--- config.mk ---
export PLATFORM = sky130hd
export DESIGN_NAME = fft_magnitude_loader
export DESIGN_NICKNAME = d
export VERILOG_FILES = /design/src/rtl/fft_magnitude_loader.sv
export SDC_FILE = /design/constraint.sdc
export NUM_CORES = 1
export LEC_CHECK = 0
export ABC_AREA = 1
export CAP_MARGIN = 10
export CORE_AREA = 2 2 200 202
export DETAILED_ROUTE_END_ITERATION = 12
export DIE_AREA = 0 0 202 204
export MAX_ROUTING_LAYER = met4
export PLACE_DENSITY = 0.74
export SLEW_MARGIN = 15
export SYNTH_ARGS = -nofsm -noshare
export SYNTH_HDL_FRONTEND = slang
export SYNTH_SLANG_ARGS = --single-unit
--- constraint.sdc ---
create_clock -name clk -period 8.3 [get_ports clk]
set_clock_uncertainty 0.1 [all_clocks]
set_input_delay 1.66 -clock clk [delete_from_list [all_inputs] [get_ports clk]]
set_output_delay 1.66 -clock clk [all_outputs]
set_load 0.01 [all_outputs]
--- src/rtl/fft_magnitude_loader.sv ---
// fft_magnitude_loader: turns complex FFT bins into saturated 25-bit power
// magnitudes and writes one BINS-long frame at a time into the peak stage.
// After the frame is written it pulses start and holds the FFT off until
// the peak stage reports its result (maxima_done).
module fft_magnitude_loader #(
  parameter int IN_W  = 13,
  parameter int MAG_W = 25,
  parameter int BINS  = 512
) (
  input  logic                      clk,
  input  logic                      reset,
  input  logic                      fft_valid,
  input  logic signed [IN_W-1:0]    fft_re,
  input  logic signed [IN_W-1:0]    fft_im,
  output logic                      fft_ready,
  input  logic                      maxima_done,
  output logic                      load,
  output logic [MAG_W-1:0]          mag_out,
  output logic                      start,
  output logic [$clog2(BINS)-1:0]   bin_count,
  output logic [15:0]               frame_count,
  output logic                      sat_frame
);

  localparam int CNT_W = $clog2(BINS);

  typedef enum logic [1:0] {S_COLLECT, S_DRAIN, S_START, S_WAIT} state_t;

  state_t            state, state_nxt;
  logic              drain_cnt;
  logic              start_nxt;
  logic              accept;
  logic              last_bin;
  // vld_pipe[0]: input captured, [1]: squares ready, [2]: magnitude on mag_out
  logic [2:0]        vld_pipe;
  logic [IN_W-1:0]   abs_re, abs_im;
  logic [MAG_W-1:0]  sq_re, sq_im;
  logic [MAG_W:0]    mag_sum;

  assign accept   = fft_valid & fft_ready;
  assign last_bin = accept && (bin_count == CNT_W'(BINS-1));
  assign load     = vld_pipe[2];
  assign mag_sum  = {1'b0, sq_re} + {1'b0, sq_im};

  // State register
  always_ff @(posedge clk or negedge reset) begin
    if (!reset) state <= S_COLLECT;
    else        state <= state_nxt;
  end

  // Next-state: DRAIN holds two cycles so the last load lands before start
  always_comb begin
    state_nxt = state;
    case (state)
      S_COLLECT: if (last_bin)    state_nxt = S_DRAIN;
      S_DRAIN:   if (drain_cnt)   state_nxt = S_START;
      S_START:                    state_nxt = S_WAIT;
      S_WAIT:    if (maxima_done) state_nxt = S_COLLECT;
      default:                    state_nxt = S_COLLECT;
    endcase
  end

  // Moore outputs; start is registered so it trails the last load by a cycle
  always_comb begin
    fft_ready = (state == S_COLLECT);
    start_nxt = (state == S_START);
  end

  // Control counters and the registered start pulse
  always_ff @(posedge clk or negedge reset) begin
    if (!reset) begin
      drain_cnt   <= 1'b0;
      start       <= 1'b0;
      bin_count   <= '0;
      frame_count <= '0;
    end else begin
      drain_cnt <= (state == S_DRAIN);
      start     <= start_nxt;
      // power-of-two BINS: the natural wrap returns to 0 on the last bin
      if (accept)             bin_count   <= bin_count + CNT_W'(1);
      if (state == S_START)   frame_count <= frame_count + 16'd1;
    end
  end

  // Sticky saturation flag, cleared when the frame is handed back
  always_ff @(posedge clk or negedge reset) begin
    if (!reset)                              sat_frame <= 1'b0;
    else if (state == S_WAIT && maxima_done) sat_frame <= 1'b0;
    else if (vld_pipe[1] && mag_sum[MAG_W])  sat_frame <= 1'b1;
  end

  // Magnitude pipeline: capture |re|,|im|, square, then saturating sum
  always_ff @(posedge clk or negedge reset) begin
    if (!reset) begin
      vld_pipe <= '0;
      abs_re   <= '0;
      abs_im   <= '0;
      sq_re    <= '0;
      sq_im    <= '0;
      mag_out  <= '0;
    end else begin
      vld_pipe <= {vld_pipe[1:0], accept};
      if (accept) begin
        // -(-4096) is 13'h1000, which read unsigned is the correct 4096
        abs_re <= fft_re[IN_W-1] ? -fft_re : fft_re;
        abs_im <= fft_im[IN_W-1] ? -fft_im : fft_im;
      end
      if (vld_pipe[0]) begin
        sq_re <= MAG_W'(abs_re) * MAG_W'(abs_re);
        sq_im <= MAG_W'(abs_im) * MAG_W'(abs_im);
      end
      if (vld_pipe[1])
        mag_out <= mag_sum[MAG_W] ? {MAG_W{1'b1}} : mag_sum[MAG_W-1:0];
    end
  end

endmodule
## Yosys cells after proc, flatten, opt, wreduce, memory -nomap -nowiden

Index checks and enable logic that the tools add are counted.

| operators by class | value |
|---|---|
| reductions and logical operators | 6 |
| mux-type cells | 9 |
| divide/modulo/power cells | 0 |
| magnitude comparators | 0 |
| multiply operators | 2 |
| shift operators | 0 |
| equal/unequal tests | 7 |
| $add $sub $neg | 5 |
| bitwise logic cells | 1 |

Operators by type and width:

| cell | count |
|---|---|
| 13-bit by 13-bit multiplier with 25-bit output | 2 |
| 25-bit by 25-bit adder with 26-bit output | 1 |
| 13-bit 2-to-1 mux | 2 |
| 13-bit negation | 2 |
| 25-bit 2-to-1 mux | 1 |
| 16-bit by 1-bit adder with 16-bit output, second input constant | 1 |
| 9-bit by 1-bit adder with 9-bit output, second input constant | 1 |
| 9-bit equality test, second input constant | 1 |
| 2-bit case mux with 4 select lines | 1 |
| 2-bit 2-to-1 mux | 3 |
| 2-bit equality test, second input constant | 2 |
| 2-bit != test, second input constant | 2 |
| 1-bit logical AND | 3 |
| 3-bit AND reduction | 1 |
| 2-bit by 1-bit equality test with 1-bit output, second input constant | 1 |
| 2-bit logical NOT | 1 |
| 1-bit 2-to-1 mux | 2 |
| 2-bit by 1-bit != test with 1-bit output, second input constant | 1 |
| 2-bit nonzero test | 1 |
| 1-bit AND | 1 |

| storage, ports and cells | value |
|---|---|
| bits in writable memories | 0 |
| bits in latches | 0 |
| flip-flop bits (word level) | 134 |
| logic and storage cells | 42 |
| bits in read-only memories | 0 |
| memories | 0 |
| output and inout bits | 54 |
| input bits | 30 |

## Logic depth before layout (Yosys ltp)

Gate-level depths: netlist of the first run.

| depth | value |
|---|---|
| depth in word-level cells | 5 |
| depth in mapped cells | 25 |
| depth with buffers taken out | 24 |

## Least setup slack after synthesis of the first run

Ideal clock, no wire load.

| timing path | value |
|---|---|
| kind | reg-to-reg |
| start point | register abs_im[1] |
| end point | register sq_im[23] |
| clock period less this slack | 4951 ps |
| stages on the path, launching flop included | 21 |
| buffers on the path | 2 |
| setup time | 118 ps |
| setup slack | 3349 ps |
| arrival time | 4733 ps |
| cell sequence | dfrtp_1 -> clkbuf_1 -> clkbuf_1 -> nand2_1 -> fa_1 -> inv_1 -> fa_1 -> fa_1 -> fa_1 -> inv_1 -> fa_1 -> inv_1 -> ha_1 -> nand2_1 -> nor2_1 -> nand2_1 -> nand3b_1 -> nand3_1 -> nand2_1 -> nand3_1 -> nand2_1 |

| between the ends | value |
|---|---|
| word-level cells in the longest chain between the ends | 1 |

RTL lines:

| what | line | RTL |
|---|---|---|
| start: declaration | 36 | `logic [IN_W-1:0] abs_re, abs_im;` |
| start signal: assignment | 106 | `abs_im <= fft_im[IN_W-1] ? -fft_im : fft_im;` |
| 13-bit by 13-bit multiplier with 25-bit output | 110 | `sq_im <= MAG_W'(abs_im) * MAG_W'(abs_im);` |
| end signal: assignment | 110 |  |
| end: declaration | 37 | `logic [MAG_W-1:0] sq_re, sq_im;` |

No other way between the ends.
A chain may end at the register's enable or synchronous reset.

## Worst setup path after layout of the first run

| timing path | value |
|---|---|
| start point | register abs_im[10] |
| end point | register sq_im[23] |

The elaborated chain is that of the path after synthesis.

==> impl.org, run 1 <==
** Finish
- Final Net Count :: 2,792
- Share of cells above drive strength 1 :: 0.0353
- The number of antenna diodes in the final layout is 0.
- After routing the design area is 0.0192 mm2.
- Compared with the post-synthesis result, the final layout area differs by 10.9%.

** Setup path
- STA classifies the critical path endpoint as a register.
- In this run the critical register-to-register path is launched from abs_im[10].
- For the worst setup path, the data required time is 8520 ps.
- CP startpoint kind :: register
- For the worst setup path, the data arrival time is 5650 ps.
- The critical path starts at abs_im[10].
- The most critical setup path has its endpoint at sq_im[23].
- Endpoint of the most critical register-to-register path :: sq_im[23]
- Across all register-to-register paths, the minimum setup slack is 2870 ps.
- Critical setup path kind :: reg -> reg
- Of all nets on the critical path, the largest fanout is 16.
- R2r worst-path depth :: 21

** STA
- Sum of negative setup slack :: 0 ps
- The final-report max-slew violation count is 0.
- Count of endpoints failing hold in the final timing report :: 0
- Setup violations remaining at the end of the flow were counted as 0.
- Shortest period the worst path allows :: 5430 ps
- Max frequency :: 0.184 GHz
- Transition at the pin with the smallest max-transition slack :: 847 ps
- Setup repair after global routing left no endpoint under its margin.
- Relative max-transition margin :: 0.436
- Worst path setup slack after routing :: 2870 ps
- In the finished design, the share of the clock period the worst path needs comes to 0.654.

** Routing
- Summing over every cut layer, the via total after detailed routing is 14,278.
- In the routed layout, each cell is associated on average with a via count of 4.86.
- DR DRC count :: 0
- Residual antenna-violating net count after detailed routing :: 0
- Summed over all layers, the routed wires come to 41.1 mm.
- Routed wire per std cell :: 14.0 um
- For this block, the initial DRC count from the detailed router was 796.
- DRT Pass-1 Iters :: 6

** Global route
- Entering global routing, the biggest net connects 70 pins.
- Global routing finished with a remaining overflow of 0.
- The number of global-route vias before repair came to 14,733.
- All-Layer GR Usage :: 0.215
- First-pass GRT wire length :: 70.2 mm
- Initial antenna violation count :: 0

** Placement
- At the end of routability-driven placement, the weighted congestion stood at 0.930.
- Summing all placed instances gives a cell area of 0.0186 mm2.
- Detailed placement finished with a half-perimeter wire length of 33.8 mm.
- Port bufs :: 83
- Dpl ws :: 2940 ps

** Clock tree
- The tree is rooted in a clkbuf_16.
- Post-CTS Setup Repair Bufs :: 0
- Bufs on Longest Clock Path :: 2
- Worst-Skew Late Latency :: 440 ps
- Clock-pin slew of the registers on the worst-case setup and hold paths :: 70 ps
- The number of hold buffers added after CTS was 0.
- Clock Sinks :: 132
- Number of gates resized after cts :: 0
- Total clock buffers created by CTS :: 17
- CTS built an H-tree with a depth of 4.
- TritonCTS clock tree :: built

** Logic synthesis
- Average footprint of a synthesized cell :: 7.39 um2
- Xor and xnor area share after synthesis :: 0.0405
- Number of flops mapped to enable cells by yosys :: 0
- Of the total synthesized cell area, the portion taken by full adders, half adders and majority gates is 0.347.
- Area share of the largest cell type after synthesis :: 0.223
- Of the post-synthesis cell area, the part taken by muxes is 0.000651.
- Synthesis warning total :: 0
- Syn_nets :: 2,735
- Basic-gate share of the synthesized area counting and, or, nand and nor cells :: 0.228
- Flop and latch count out of synthesis :: 132
- After synthesis, the largest family of logic cells by area is adder cells.
- Synthesized instance count :: 2,341
- Compound-cell area share of the yosys netlist :: 0.0501
- Synth area leader :: fa_1
- Sorting the synthesized cells by area gives the leading types as fa_1, dfrtp_1, nand2_1.
- Share of synthesized area occupied by flip-flops and latches :: 0.191
- Mapped cell area :: 0.0173 mm2
- FFs w/ async S/R, synth :: 1.00
- Most instantiated cells after synthesis :: nand2_1, inv_1, fa_1
- Main synth FF type :: dfrtp_1
- The netlist uses 44 different library cells.
- In the post-synthesis netlist, the cell with the most instances is nand2_1.

** Hold path
- Worst hold path depth :: 1
- The path class of the tightest hold or removal check is reg -> reg.

** Run
- # Max-Cap Violations :: 0

** Floorplan
- The total area inside the core boundary comes to 0.0392 mm2.
- Number of rows created at floorplan :: 73
- The die is 202 um wide.
- Full die area :: 0.0412 mm2
- For this design the top-level I/O count stands at 84.
- Starting Density :: 0.442
- Vert. Die Dim :: 204 um

** Outcome
- The flow ran to the end, and the final reports show no timing, DRC or antenna violations.
-- how the worst min path moves through the flow --
stage,slack (ps),start,endpoint
2_1_floorplan,250,vld_pipe[0],vld_pipe[1]
3_3_place_gp,360,frame_count[15],frame_count[15]
3_5_place_dp,370,sq_re[4],sq_re[4]
4_1_cts,380,sq_re[4],sq_re[4]
5_1_grt,410,frame_count[15],frame_count[15]
6_report,380,frame_count[15],frame_count[15]
-- layout make-up --
type	count	area, um2
clock buffers	19	443
clock inverters	13	114
fillers	3765	20000
inverters	607	2280
multi-input cells	1552	11500
flip-flops and latches	132	3300
well taps	525	657
repair buffers	88	870
-- per-layer routing --
layer / GRT usage / routed length (um)
met1: 0.280 / 19000
met2: 0.356 / 19300
met3: 0.0274 / 2070
met4: 0.0546 / 788
met5: - / 0
-- per-stage QoR --
stage          hold WS (ps)   util  cells
5_1_grt                 407  0.490   2936
3_3_place_gp            360  0.476   2904
3_5_place_dp            365  0.476   2904
6_report                376  0.490   2936
4_1_cts                 381  0.490   2936
2_1_floorplan           252      -   2341
-- logic make-up after synthesis --
logic type | after synthesis
AO/OA/AOI/OAI | 156
adder cells (fa/ha/maj) | 364
AND/OR/NAND/NOR | 951
buffers and inverters | 657
XOR/XNOR | 80
multiplexers | 1
flip-flops | 132
-- critical path: stages (launching register included) --
cell and delay [ps]:
dfrtp_1 750, nand2_1 200, fa_1 530, inv_1 60
fa_1 520, inv_1 50, fa_1 530, inv_1 60
fa_1 530, inv_1 50, fa_1 530, inv_1 40
ha_1 370, nand2_1 150, o21ai_0 280, inv_1 120
nand2_1 90, nand2_1 70, nand3_1 90, nand2_1 50
nand3_1 60, nand2_1 60
-- state kept, by name, summed over array words and instances, names as in the netlist --
name / flops
frame_count: 16
state: 2
sat_frame: 1
drain_cnt: 1
sq_im: 24
start: 1
abs_im: 13
vld_pipe: 3
sq_re: 24
mag_out: 25
bin_count: 9
abs_re: 13
-- layout by cell type, fill, tap and decap left out, types with 4 or more instances in the layout --
| cell | instances |
|---|---|
| nand3b_1 | 14 |
| xnor2_1 | 31 |
| clkinvlp_4 | 4 |
| inv_1 | 604 |
| a21oi_1 | 53 |
| nor2_1 | 138 |
| ha_1 | 171 |
| clkbuf_16 | 17 |
| nor4_1 | 4 |
| nand3_1 | 94 |
| nor3_1 | 11 |
| a31oi_1 | 4 |
| o21ai_1 | 4 |
| nor2_2 | 20 |
| nand2_1 | 629 |
| buf_4 | 5 |
| o21ai_0 | 64 |
| o21bai_1 | 12 |
| dfrtp_1 | 132 |
| nand2_2 | 5 |
| fa_1 | 193 |
| xor2_1 | 49 |
| clkdlybuf4s50_1 | 82 |
| o22ai_1 | 6 |
| inv_6 | 6 |
| nand4_1 | 18 |
| or2_2 | 13 |
Power of run 1 is left out: the tool's default activity adds up to more than one toggle a clock period on the data nets, which glitch-free logic cannot reach.
==> run 2: changes to the inputs <==
--- a/config.mk
+++ b/config.mk
@@ -11,7 +11,7 @@
 export DETAILED_ROUTE_END_ITERATION = 12
 export DIE_AREA = 0 0 202 204
 export MAX_ROUTING_LAYER = met4
-export PLACE_DENSITY = 0.74
+export PLACE_DENSITY = 0.76
 export SLEW_MARGIN = 15
 export SYNTH_ARGS = -nofsm -noshare
 export SYNTH_HDL_FRONTEND = slang
==> constraint.sdc (replaced) <==
create_clock -name clk -period 4.35 [get_ports clk]
set_clock_uncertainty 0.1 [all_clocks]
set_input_delay 0.87 -clock clk [delete_from_list [all_inputs] [get_ports clk]]
set_output_delay 0.87 -clock clk [all_outputs]
set_load 0.01 [all_outputs]
==> run 2 against run 1 <==
The run now ends with setup timing left. Final cell count grew 9.1%. Sequential cell count is the same. Non-clock buffer count increased by 267.
==> impl.org, run 2 (synthesized netlist as in run 1, its figures left out) <==
** STA
- Final Max Tran Viols :: 0 (unchanged)
- Max frequency :: 0.209 GHz (was 0.184 GHz)
- Unrepaired setup endpoints after global routing :: yes (was no)
- Transition at the pin with the smallest max-transition slack :: 1100 ps (was 847 ps)
- The worst max-slew margin expressed relative to the limit is 0.270 (was 0.436).
- The number of hold-slack violations in the final timing report is 0 (unchanged).
- The setup TNS is -10,510 ps (was 0 ps).
- The clock period minus worst slack came to 4790 ps (was 5430 ps).
- Final setup violating endpoints :: 34 (was 0)
- Share of the clock period used by the worst path :: 1.10 (was 0.654)
- The smallest setup slack after layout came to -444 ps (was 2870 ps).

** Setup path
- Data required time of the critical path :: 4560 ps (was 8520 ps)
- R2r worst-path depth :: 17 (was 21)
- The critical path class was reg -> reg (unchanged).
- The worst flop-to-flop path startpoint is abs_im[6] (was abs_im[10]).
- The endpoint of the worst-slack reg-to-reg timing path is sq_im[23] (unchanged).
- CP startpoint kind :: register (unchanged)
- Launch point of the critical path :: abs_im[6] (was abs_im[10])
- The capturing element of the worst setup path was sq_im[23] (unchanged).
- Kind of end point of the critical path :: register (unchanged)
- Signal arrival time at the worst endpoint :: 5010 ps (was 5650 ps)
- The register-to-register path setup slack was -440 ps (was 2870 ps).
- The maximum net fanout on the critical path is 7 (was 16).

** Floorplan
- The starting density of the core came to 0.442 (unchanged).
- The number of primary I/O pins was 84 (unchanged).
- The x dimension of the die is 202 um (unchanged).
- Vert. Die Dim :: 204 um (unchanged)
- The area enclosed by the die boundary is 0.0412 mm2 (unchanged).
- The placeable core area is 0.0392 mm2 (unchanged).
- Number of rows created at floorplan :: 73 (unchanged)

** Routing
- Routed wire per std cell :: 14.8 um (was 14.0 um)
- Number of vias per cell :: 4.92 (was 4.86)
- DR DRC count :: 0 (unchanged)
- The via total after detailed routing was 15,752 (was 14,278).
- Residual antenna-violating net count after detailed routing :: 0 (unchanged)
- The number of iterations in the first detailed-routing pass came to 6 (unchanged).
- The routed wire length came to 47.6 mm (was 41.1 mm).
- The initial DRC count is 929 (was 796).

** Finish
- Leading cell type in the layout, fill and taps excluded :: inv_1 (was nand2_1)
- Largest registers :: mag_out: 25 flops, sq_im: 24 flops, sq_re: 24 flops (unchanged)
- Share of cells above drive strength 1 :: 0.270 (was 0.0353)
- The area growth from synthesis to layout was 35.5% (was 10.9%).
- The final antenna diode count is 0 (unchanged).
- Number of flip-flops under the largest register name :: 25 (unchanged)
- Largest register by flop count :: mag_out (unchanged)
- Highest-count cells in the layout ignoring fill and taps: inv_1, nand2_1, buf_4, fa_1, ha_1 (was nand2_1, inv_1, fa_1, ha_1, nor2_1).
- Final Net Count :: 3,059 (was 2,792)

** Global route
- The total routing resource utilization after global routing was 0.236 (was 0.215).
- Remaining global-route overflow :: 0 (unchanged)
- The maximum number of pins on one net before global-route repair was 88 (was 70).
- The first-pass GRT wire length is 77.4 mm (was 70.2 mm).
- The initial antenna violation count is 0 (unchanged).
- Number of global-route vias before repair :: 16,331 (was 14,733)

** Outcome
- Run status :: finished, violations left (was finished, final reports clean)
- Failing checks :: setup timing

** Placement
- The number of I/O port buffers is 83 (unchanged).
- The total half-perimeter wirelength after legalization and detailed placement is 36.3 mm (was 33.8 mm).
- The final estimated routing congestion in global placement was 0.982 (was 0.930).

** Clock tree
- The insertion delay of the later-clocked pin in the worst-skew pair is 430 ps (was 440 ps).
- The post-CTS clock slew at the launch and capture registers of the worst setup and hold paths came to 60 ps (was 70 ps).
- The clock tree from TritonCTS is built (unchanged).
- The clock buffer count from CTS was 17 (unchanged).
- The number of H-tree branching levels was 4 (unchanged).
- Clock Sinks :: 132 (unchanged)
- Hold buffer count at cts :: 0 (unchanged)
- The root buffer cell was clkbuf_16 (unchanged).
- The maximum buffer depth of the clock tree was 2 (unchanged).

** Run
- The number of maximum-capacitance constraint violations is 0 (unchanged).

** Hold path
- The class of the most critical hold timing path was reg -> reg (unchanged).
-- run 2: cell count changes in the layout (fill, tap and decap cells not counted), moves of 33 or more --
cell,change
buf_4,+203
nand2_2,+72
buf_6,+46
inv_1,-82
ha_1,-34
ha_4,+33
nand2_4,+46
nand2_1,-122
inv_2,+80
-- run 2: layer usage --
| metal | vias up | share of wire | global-route usage |
|---|---|---|---|
| met2 | 423 | 0.51 | 0.414 |
| met4 | 0 | 0.027 | 0.0617 |
| met1 | 7629 | 0.43 | 0.288 |
| li1 | 7602 | - | - |
| met3 | 98 | 0.042 | 0.0311 |
| met5 | - | 0 | - |
-- run 2: layout make-up --
class	count	area (um2)
Clock buffer	19	443
Clock inverter	13	146
Fill cell	3178	15700
Inverter	607	2280
Multi-Input combinational cell	1552	13400
Sequential cell	132	3330
Tap cell	525	657
Timing Repair Buffer	355	3210
-- run 2: how the worst min path moves through the flow --
stage                    startpoint         endpoint  slack, ps  depth (start not counted)
global placement           sq_im[5]         sq_im[5]        370                          2
CTS                 frame_count[15]  frame_count[15]        380                          1
finish              frame_count[15]  frame_count[15]        370                          1
detailed placement         sq_im[5]         sq_im[5]        370                          2
global route        frame_count[15]  frame_count[15]        390                          1
floorplan               vld_pipe[0]      vld_pipe[1]        250                          0
-- run 2: worst max-delay path, stage by stage, from the launching register on --
cell and delay (ps):
dfrtp_4 540, buf_4 170, nand2_1 50, inv_1 60, fa_1 530, inv_1 60, fa_1 500, fa_1 550
inv_1 60, fa_1 500, ha_1 350, ha_4 280, a21oi_1 260, a21oi_1 120, nor2_1 220, nand4_1 130
nand3_1 130, nand2_1 70
-- run 2: repair_timing --
item / 4_1_cts / 5_1_grt
gates cloned: 0 / 1
pin swaps: 94 / 116
resized for setup: 214 / 158
setup endpoints to repair: 35 / 36
setup buffers: 56 / 38
-- run 2: through the flow --
stage                     setup slack, ps  area [um2]  utilization  hold WS, ps  instances
after floorplan                      -132       18300            -          252       2341
after global placement               -429       20800        0.530          366       3078
after detailed placement             -515       20800        0.530          368       3078
after CTS                            -368       22500        0.575          377       3166
after global routing                 -614       23400        0.598          390       3203
final                                -444       23400        0.598          371       3203
Power of run 2 is left out for the same reason.
